### config.mk
export PLATFORM = sky130hd
export DESIGN_NAME = smem_result_packer_flat
export DESIGN_NICKNAME = d
export VERILOG_FILES = /design/src/rtl/smem_pkg.sv /design/src/rtl/smem_result_packer_if.sv /design/src/rtl/sync_fifo.sv /design/src/rtl/smem_result_packer.sv /design/src/flat_wrapper.sv
export SDC_FILE = /design/constraint.sdc
export NUM_CORES = 2
export LEC_CHECK = 0
export BUFFER_PORTS_ARGS = -buffer_cell sky130_fd_sc_hd__buf_4
export CORE_ASPECT_RATIO = 0.9
export CORE_UTILIZATION = 50
export DETAILED_ROUTE_END_ITERATION = 16
export PLACE_DENSITY = 0.67
export SYNTH_ARGS = -nofsm -noshare
export SYNTH_HDL_FRONTEND = slang
export SYNTH_SLANG_ARGS = --single-unit
### constraint.sdc
create_clock -name clk -period 19.4 [get_ports clk]
set_clock_uncertainty 0.2 [all_clocks]
set_input_delay 3.88 -clock clk [delete_from_list [all_inputs] [get_ports clk]]
set_output_delay 3.88 -clock clk [all_outputs]
set_load 0.01 [all_outputs]
### src/rtl/smem_pkg.sv
// Shared types and constants for the SMEM result packer: record/tag layout,
// FSM state encoding and the batch terminator line.
package smem_pkg;

  localparam int unsigned CL             = 512;
  localparam int unsigned READ_NUM_WIDTH = 6;
  localparam int unsigned RECORD_W       = 256;

  typedef enum logic [2:0] {
    StIdle,
    StCollect,
    StFlush,
    StTerm,
    StDone
  } state_e;

  typedef struct packed {
    logic                      last;
    logic                      valid;
    logic [READ_NUM_WIDTH-1:0] read_num;
  } tag_t;

  typedef struct packed {
    tag_t        tag;
    logic [55:0] info;
    logic [63:0] x2;
    logic [63:0] x1;
    logic [63:0] x0;
  } record_t;

  localparam logic [CL-1:0] TERMINATOR = '1;

endpackage

### src/rtl/smem_result_packer_if.sv
// Result-beat input stream plus packed-line output stream of the packer.
interface smem_result_packer_if #(
  parameter int unsigned CL             = smem_pkg::CL,
  parameter int unsigned READ_NUM_WIDTH = smem_pkg::READ_NUM_WIDTH
);

  logic                      result_valid;
  logic [READ_NUM_WIDTH-1:0] result_read_num;
  logic                      result_last;
  logic [63:0]               result_ik_x0;
  logic [63:0]               result_ik_x1;
  logic [63:0]               result_ik_x2;
  logic [63:0]               result_ik_info;
  logic                      stall;
  logic                      out_valid;
  logic [CL-1:0]             out_data;
  logic                      out_ready;

  modport master (
    output result_valid, result_read_num, result_last,
    output result_ik_x0, result_ik_x1, result_ik_x2, result_ik_info,
    output out_ready,
    input  stall, out_valid, out_data
  );

  modport slave (
    input  result_valid, result_read_num, result_last,
    input  result_ik_x0, result_ik_x1, result_ik_x2, result_ik_info,
    input  out_ready,
    output stall, out_valid, out_data
  );

endinterface

### src/rtl/sync_fifo.sv
// Single-clock FIFO with occupancy count; dout reads zero while empty.
module sync_fifo #(
  parameter int unsigned WIDTH = 8,
  parameter int unsigned DEPTH = 4
) (
  input  logic                       clk,
  input  logic                       reset,
  input  logic                       push,
  input  logic                       pop,
  input  logic [WIDTH-1:0]           din,
  output logic [WIDTH-1:0]           dout,
  output logic [$clog2(DEPTH+1)-1:0] count,
  output logic                       full,
  output logic                       empty
);

  localparam int unsigned AW = (DEPTH > 1) ? $clog2(DEPTH) : 1;
  localparam int unsigned CW = $clog2(DEPTH + 1);

  logic [WIDTH-1:0] mem_q [DEPTH];
  logic [AW-1:0]    wr_ptr_q, rd_ptr_q;
  logic [CW-1:0]    count_q;
  logic             do_push, do_pop;

  assign empty   = (count_q == '0);
  assign full    = (count_q == CW'(DEPTH));
  assign count   = count_q;
  assign do_push = push && !full;
  assign do_pop  = pop && !empty;
  assign dout    = empty ? '0 : mem_q[rd_ptr_q];

  always_ff @(posedge clk) begin
    if (do_push) begin
      mem_q[wr_ptr_q] <= din;
    end
  end

  always_ff @(posedge clk) begin
    if (reset) begin
      wr_ptr_q <= '0;
      rd_ptr_q <= '0;
      count_q  <= '0;
    end else begin
      if (do_push) begin
        wr_ptr_q <= (wr_ptr_q == AW'(DEPTH - 1)) ? '0 : wr_ptr_q + AW'(1);
      end
      if (do_pop) begin
        rd_ptr_q <= (rd_ptr_q == AW'(DEPTH - 1)) ? '0 : rd_ptr_q + AW'(1);
      end
      if (do_push && !do_pop) begin
        count_q <= count_q + CW'(1);
      end else if (!do_push && do_pop) begin
        count_q <= count_q - CW'(1);
      end
    end
  end

endmodule

### src/rtl/smem_result_packer.sv
// Packs SMEM result beats two records per output line, flushes a trailing
// half line and appends an all-ones terminator once every read has finished.
module smem_result_packer #(
  parameter int unsigned CL             = smem_pkg::CL,
  parameter int unsigned READ_NUM_WIDTH = smem_pkg::READ_NUM_WIDTH,
  parameter int unsigned FIFO_DEPTH     = 4
) (
  input  logic                    clk,
  input  logic                    reset,
  input  logic [READ_NUM_WIDTH:0] batch_size,
  input  logic                    start,
  output logic                    batch_done,
  output logic                    error,
  smem_result_packer_if.slave     bus
);

  import smem_pkg::*;

  localparam int unsigned BW = READ_NUM_WIDTH + 1;
  localparam int unsigned CW = $clog2(FIFO_DEPTH + 1);

  state_e        state_q, state_d;
  logic [BW-1:0] batch_q, batch_d;
  logic [BW-1:0] finished_q, finished_d;
  record_t       half_q, half_d;
  logic          half_valid_q, half_valid_d;
  logic          error_q, error_d;

  record_t       beat_rec;
  logic [CL-1:0] pair_line, flush_line, push_data, fifo_dout;
  logic          push, pop, accept;
  logic [CW-1:0] fifo_count;
  logic          fifo_full, fifo_empty;
  logic          unused_info;

  // Upper info byte is overwritten by the tag in the record layout.
  assign unused_info = ^bus.result_ik_info[63:56];

  assign bus.stall     = (fifo_count >= CW'(FIFO_DEPTH - 1)) || (state_q != StCollect);
  assign accept        = bus.result_valid && !bus.stall;
  assign bus.out_valid = !fifo_empty;
  assign bus.out_data  = fifo_dout;
  assign pop           = bus.out_valid && bus.out_ready;
  assign batch_done    = (state_q == StDone);
  assign error         = error_q;

  always_comb begin
    beat_rec.tag.last     = bus.result_last;
    beat_rec.tag.valid    = 1'b1;
    beat_rec.tag.read_num = bus.result_read_num;
    beat_rec.info         = bus.result_ik_info[55:0];
    beat_rec.x2           = bus.result_ik_x2;
    beat_rec.x1           = bus.result_ik_x1;
    beat_rec.x0           = bus.result_ik_x0;
  end

  always_comb begin
    pair_line                      = '0;
    pair_line[2*RECORD_W-1:0]      = {beat_rec, half_q};
    flush_line                     = '0;
    flush_line[RECORD_W-1:0]       = half_q;
  end

  always_comb begin
    state_d      = state_q;
    batch_d      = batch_q;
    finished_d   = finished_q;
    half_d       = half_q;
    half_valid_d = half_valid_q;
    error_d      = error_q;
    push         = 1'b0;
    push_data    = '0;

    // Beats offered while stalled are lost, so flag them.
    if (bus.result_valid && bus.stall) begin
      error_d = 1'b1;
    end

    unique case (state_q)
      StIdle, StDone: begin
        if (start) begin
          batch_d      = batch_size;
          finished_d   = '0;
          half_valid_d = 1'b0;
          state_d      = (batch_size == '0) ? StTerm : StCollect;
        end
      end
      StCollect: begin
        if (start) error_d = 1'b1;
        if (accept) begin
          if (half_valid_q) begin
            push         = 1'b1;
            push_data    = pair_line;
            half_valid_d = 1'b0;
          end else begin
            half_d       = beat_rec;
            half_valid_d = 1'b1;
          end
          if (bus.result_last) begin
            finished_d = finished_q + BW'(1);
            if (finished_d == batch_q) state_d = StFlush;
          end
        end
      end
      StFlush: begin
        if (start) error_d = 1'b1;
        if (!half_valid_q) begin
          state_d = StTerm;
        end else if (!fifo_full) begin
          push         = 1'b1;
          push_data    = flush_line;
          half_valid_d = 1'b0;
          state_d      = StTerm;
        end
      end
      StTerm: begin
        if (start) error_d = 1'b1;
        if (!fifo_full) begin
          push      = 1'b1;
          push_data = TERMINATOR;
          state_d   = StDone;
        end
      end
      default: state_d = StIdle;
    endcase
  end

  always_ff @(posedge clk) begin
    if (reset) begin
      state_q      <= StIdle;
      batch_q      <= '0;
      finished_q   <= '0;
      half_q       <= '0;
      half_valid_q <= 1'b0;
      error_q      <= 1'b0;
    end else begin
      state_q      <= state_d;
      batch_q      <= batch_d;
      finished_q   <= finished_d;
      half_q       <= half_d;
      half_valid_q <= half_valid_d;
      error_q      <= error_d;
    end
  end

  sync_fifo #(
    .WIDTH (CL),
    .DEPTH (FIFO_DEPTH)
  ) u_fifo (
    .clk   (clk),
    .reset (reset),
    .push  (push),
    .pop   (pop),
    .din   (push_data),
    .dout  (fifo_dout),
    .count (fifo_count),
    .full  (fifo_full),
    .empty (fifo_empty)
  );

endmodule

### src/flat_wrapper.sv
// flat-port wrapper written by rule: the top's interface ports become plain ports
module smem_result_packer_flat import smem_pkg::*;
#(
  parameter int unsigned CL             = smem_pkg::CL,
  parameter int unsigned READ_NUM_WIDTH = smem_pkg::READ_NUM_WIDTH,
  parameter int unsigned FIFO_DEPTH     = 4
)
  (clk, reset, batch_size, start, batch_done, error, bus_result_valid, bus_result_read_num, bus_result_last, bus_result_ik_x0, bus_result_ik_x1, bus_result_ik_x2, bus_result_ik_info, bus_out_ready, bus_stall, bus_out_valid, bus_out_data);
  smem_result_packer_if #(.CL(CL), .READ_NUM_WIDTH(READ_NUM_WIDTH)) bus_i ();
  input  logic clk;
  input  logic reset;
  input  logic [READ_NUM_WIDTH:0] batch_size;
  input  logic start;
  output logic batch_done;
  output logic error;
  input wire logic [$bits(bus_i.result_valid)-1:0] bus_result_valid;
  input wire logic [$bits(bus_i.result_read_num)-1:0] bus_result_read_num;
  input wire logic [$bits(bus_i.result_last)-1:0] bus_result_last;
  input wire logic [$bits(bus_i.result_ik_x0)-1:0] bus_result_ik_x0;
  input wire logic [$bits(bus_i.result_ik_x1)-1:0] bus_result_ik_x1;
  input wire logic [$bits(bus_i.result_ik_x2)-1:0] bus_result_ik_x2;
  input wire logic [$bits(bus_i.result_ik_info)-1:0] bus_result_ik_info;
  input wire logic [$bits(bus_i.out_ready)-1:0] bus_out_ready;
  output wire logic [$bits(bus_i.stall)-1:0] bus_stall;
  output wire logic [$bits(bus_i.out_valid)-1:0] bus_out_valid;
  output wire logic [$bits(bus_i.out_data)-1:0] bus_out_data;
  assign bus_i.result_valid = bus_result_valid;
  assign bus_i.result_read_num = bus_result_read_num;
  assign bus_i.result_last = bus_result_last;
  assign bus_i.result_ik_x0 = bus_result_ik_x0;
  assign bus_i.result_ik_x1 = bus_result_ik_x1;
  assign bus_i.result_ik_x2 = bus_result_ik_x2;
  assign bus_i.result_ik_info = bus_result_ik_info;
  assign bus_i.out_ready = bus_out_ready;
  assign bus_stall = bus_i.stall;
  assign bus_out_valid = bus_i.out_valid;
  assign bus_out_data = bus_i.out_data;
  smem_result_packer #(.CL(CL), .READ_NUM_WIDTH(READ_NUM_WIDTH), .FIFO_DEPTH(FIFO_DEPTH)) u_core (.clk(clk), .reset(reset), .batch_size(batch_size), .start(start), .batch_done(batch_done), .error(error), .bus(bus_i));
endmodule
# After elaboration in Yosys (flattened, before gate mapping)
# Memory sizes are Yosys's and may differ from the RTL's. A register that Yosys moved wholly into a read port is not among the register bits.
# Cells that the tools add are included.
# word_totals
in_bits,275
memories,1
regBits,282
romBits,0
mem_bits_rw,2048
output_inout_bits,516
latchBits,0
# memory_table
name,words,width,read_ports,rd_ports_with_merged_regs,wr,line_no,rtl
u_core.u_fifo.mem_q,4,512,1,1,1,sync_fifo.sv:20,logic [WIDTH-1:0] mem_q [DEPTH];
# op_classes
n_bitwise,1
n_eq_ne,15
reduce_logical,26
n_shift,0
n_mux,42
div,0
add_sub_neg,5
magnitude_cmp,1
multipliers,0
# op_table
cell,n
$mux W512,5
$pmux W512 S3,1
$mux W256,1
$mux W3,9
$mux W7,3
$mux W1,14
$pmux W7 S2,1
$pmux W3 S4,1
$mux W2,5
$add A7 B1 Y7 const B,1
$eq A7 B7 Y1,1
$logic_and A1 B1 Y1,7
$logic_not A7 Y1,1
$eq A3 B2 Y1 const B,2
$eq A3 B3 Y1 const B,2
$logic_not A3 Y1,2
$ne A2 B2 Y1 const B,3
$pmux W1 S3,2
$reduce_and A3 Y1,2
$reduce_and A6 Y1,1
$logic_not A1 Y1,5
$add A2 B1 Y2 const B,2
$eq A2 B2 Y1 const B,2
$ne A2 B1 Y1 const B,2
other kinds (14),15

# Logic depth before layout (Yosys ltp)
# logic_depth
depth_word,11
depth_mapped,10
depth_no_buf,9

# Modules after synthesis
# From an unflattened synthesis, not the netlist that was laid out.
# unflattened
hier_cells,5429
hier_area_um2,92078.3
# modules_own_cells
mod,cells_each,area_each_um2,instances
sync_fifo,3292,77814.6,1
smem_result_packer,2137,14263.7,1

# Least setup slack after synthesis
# No wires, ideal clock.
# synth_path
path_kind,input port to flip-flop
start,in bus_result_valid
end,mem u_core.u_fifo.mem_q[1][0] in the netlist's numbering (enable)
n_path_buf,0
slack_ps,2277
required_time_ps,18257
arrival_time_ps,15980
path_stages,3
cell_sequence,nand4_1 -> a211oi_2 -> and2_1
# synth_between
elab_chain_cells,6
# synth_rtl
element,line_no,rtl
start: declaration,flat_wrapper.sv:16,input wire logic [$bits(bus_i.result_valid)-1:0] bus_result_valid;
$logic_and A1 B1 Y1,smem_result_packer.sv:40,assign accept = bus.result_valid && !bus.stall;
$mux W1,smem_result_packer.sv:90,if (accept) begin
$pmux W1 S3,smem_result_packer.sv:79,unique case (state_q)
$logic_and A1 B1 Y1,sync_fifo.sv:28,assign do_push = push && !full;
via u_core.u_fifo.do_push,sync_fifo.sv:23,"logic do_push, do_pop;"
$mux W1,sync_fifo.sv:33,if (do_push) begin
$mux W1 (not written as such),sync_fifo.sv:34,mem_q[wr_ptr_q] <= din;
end: declaration,sync_fifo.sv:20,
# The timed path passes the listed nets, and every way through them passes these cells.

==> run metrics <==
Synthesized Nets=~5700; post-synthesis sequential area ratio=between 70% and 80%; number of max-cap violations=0; P_leak=a little under 40 nW; Clock transition at path regs=0.06 ns; count leader, synth=edfxtp_1; DRC violations left=0; Synth Area in XOR/XNOR=less than 1%; cts bufs inserted=about 220; period utilization=~50%; Worst R2R End=u_core.u_fifo.mem_q[2][85]; Layout area overhead=16.6%; Synth Area per Inst=around 17 um^2; HP Class=reg -> reg; Slew headroom=between 2 and 3%; Die X=around 450 um; CP Max Fanout=137; CP Cell Sequence=buf_4, buf_12, buf_4, buf_4, mux4_2, and2_1, buf_4; Buf/Inv on CP=5; Post-synth top flop=edfxtp_1; aggregate global routing overflow=0; routed vias=a little over 50000; Final Hold Fails=0; htree depth=4; Sw Share=approximately 31%; required time worst endpoint=15.32 ns; DRT iter0 DRCs=approximately 4400; stages on the worst setup path=7; Yosys top cell by area=edfxtp_1; peak supply drop=between 0.00015 and 0.0002 V; largest net degree at the start of global routing=between 200 and 250; initial antenna violation count=32; end point of the critical path=bus_out_data[469]; Netlist cell types=55; DPL Wire Length=about 130000 um; R2R cell count=7; cell mode on critical path=buf_4; # clock sinks=between 2000 and 2500; top cells by area, synth=edfxtp_1 67%, mux4_2 13%, dfxtp_1 6.2%; Routed Antenna Nets=0; crit path launch type=register; Post-synth ARST share=0%; adder-cell area share of the yosys netlist=less than 1%; Post-synth EDFFs=around 2000; vias in the first global route=roughly 51000; Synth top area share=67.0%; cell count after synthesis=~5400; die height=408 um; f_max=103 MHz; share of post-route cells with drive strength above 1=about 27%; Clk Latency, worst-skew pair=0.87 ns; Post-CTS Hold Buffers=0; Final TNS setup=0 ns; R2R Setup Slk=around 14 ns; fin. max-slew vios=0; GPL Wtd Cong=0.775; worst r2r src=u_core.state_q[0]; Synth Area in Compound Gates=under 10%; RSZ-0062 raised after global routing=no; Gate power share=30.3%; mux contribution to synthesized area=12.7%; sequential power share=41.2%; die area=between 150000 and 200000 um^2; Syn. warnings=0; Worst Tran Pin Value=between 1 and 1.5 ns; DR pass1 iterations=6; final count of negative-setup-slack endpoints=0; Commonest cells post-synth=2048 x edfxtp_1, 1029 x nand2_1, 518 x and2_1; Post-layout nets=~6400; Simple-Gate Fraction of Synth Area=under 10%; slowest stage cell, crit path=buf_4; I/O Pins=slightly below 800; Root Buffer=clkbuf_16; internal cell power=10.3 mW; final core utilization=about three fifths; CTS Buffer Depth=3; drt total wl=approximately 230000 um; total core area=~180000 um^2; post-CTS setup buffers=0; crit path DAT=5.59 ns; CTS tree=done; power share of the clock group=28.4%; initial core utilization=approximately half; first-pass GRT wire length=between 300000 and 400000 um; post-layout min period=slightly below 10 ns; post_cts resized=0; family with the most delay on the worst path=buffers and inverters; main combinational cell family by area after synthesis=multiplexers; DR WL/cell=between 20 and 30 um; vias per cell=roughly 5.8; status=completed; synthesized cell area=91700 um^2; Port Buffer Count=782; Setup CP Type=reg -> out; Rows=about 150; Synth Register Bits=about 2300; Worst Setup End Kind=primary output; slowest stage delay, CP=0.80 ns; PD cells=between 100 and 150 nW/um^2; switching power=roughly 4.6 mW; Total GRT Usage=about a quarter
## cell type report
class,instances,area [um^2]
diodes,22,55.1
clock buffers,334,6450
clock inverters,92,771
fillers,13700,74500
inverters,6,22.5
multi-input cells,2706,22900
flip-flops and latches,2332,67200
well taps,2400,3000
repair buffers,853,6620
## cells in the final DEF (no fill, tap or decap), types with 3 or more instances in the layout
master / synthesis / final
edfxtp_1: 2048 / 2048
nand2_1: 1029 / 1028
buf_4: 31 / 835
and2_1: 518 / 513
mux4_2: 512 / 512
dfxtp_1: 284 / 282
a21oi_1: 267 / 267
a21o_1: 259 / 259
clkbuf_16: 0 / 230
clkbuf_1: 175 / 74
clkinv_2: 0 / 37
clkinv_1: 0 / 32
clkbuf_8: 0 / 30
diode_2: 0 / 22
nor2_1: 24 / 22
buf_12: 0 / 17
mux2i_1: 11 / 11
bufinv_16: 0 / 9
o21ai_0: 8 / 8
a31oi_1: 7 / 7
ha_1: 7 / 7
inv_1: 6 / 6
nand3_1: 6 / 6
nor3_1: 6 / 6
and2_4: 0 / 5
xor2_1: 5 / 5
xnor2_1: 4 / 4
inv_6: 0 / 4
nand4_1: 3 / 3
nor4_1: 3 / 3
inv_16: 0 / 3
clkinv_4: 0 / 3
## registers in the layout, indices dropped and copies added, names as in the netlist, named ones only
name and cells:
u_core.batch_q 7, u_core.half_valid_q 1, u_core.finished_q 7, u_core.u_fifo.rd_ptr_q 2, u_core.u_fifo.mem_q 2048, u_core.state_q 3
u_core.flush_line 256, u_core.u_fifo.wr_ptr_q 2, u_core.u_fifo.count 3, u_core.error 1
## layer usage
metal	up-vias	track usage [%]	wire length (um)
li1	22000	-	-
met1	26100	32.5	90300
met2	1846	39.7	114000
met3	335	5.66	17400
met4	14	9.09	7200
met5	-	0	92
## worst min-delay path by stage
stage                                start                      to  slack [ns]  depth (start not counted)
global placement     u_core.flush_line[46]   u_core.flush_line[46]        0.24                          2
global route          u_core.flush_line[9]    u_core.flush_line[9]        0.27                          2
CTS                 u_core.flush_line[193]  u_core.flush_line[193]        0.25                          2
floorplan             u_core.flush_line[0]    u_core.flush_line[0]        0.24                          2
detailed placement  u_core.flush_line[156]  u_core.flush_line[156]        0.25                          2
finish              u_core.flush_line[193]  u_core.flush_line[193]        0.25                          2
## cells by family (layout without fill, tap and decap cells)
| logic type | after synthesis | after routing |
|---|---|---|
| XOR/XNOR | 9 | 9 |
| AO/OA/AOI/OAI | 558 | 558 |
| buffers and inverters | 384 | 1285 |
| AND/OR/NAND/NOR | 1607 | 1607 |
| flip-flops | 2332 | 2332 |
| other | 0 | 22 |
| adder cells (fa/ha/maj) | 8 | 8 |
| multiplexers | 524 | 524 |
## power by group through the flow
stage,logic (mW),registers [mW],clock network [mW]
5_1_grt,4.85,6.21,4.51
3_5_place_dp,4.60,6.28,0
6_report,4.54,6.17,4.26
3_3_place_gp,4.57,6.26,0
4_1_cts,4.62,6.17,4.33
2_1_floorplan,2.51,6.35,0
## metrics by stage
stage	instance area [um^2]	cells	hold WS, ns	power, mW	setup WS, ns
detailed placement	99700	8297	0.247	10.9	10.45
CTS	107000	8723	0.255	15.1	9.49
finish	107000	8745	0.254	15.0	9.73
global placement	99700	8297	0.243	10.8	10.42
floorplan	91700	5422	0.237	8.86	2.28
global route	107000	8744	0.273	15.6	9.42
## tightest hold or removal path: stages (launching register included)
cell and delay, ns:
dfxtp_1 0.31, nand2_1 0.05, a21oi_1 0.05
(Power assumes the default switching activity.)
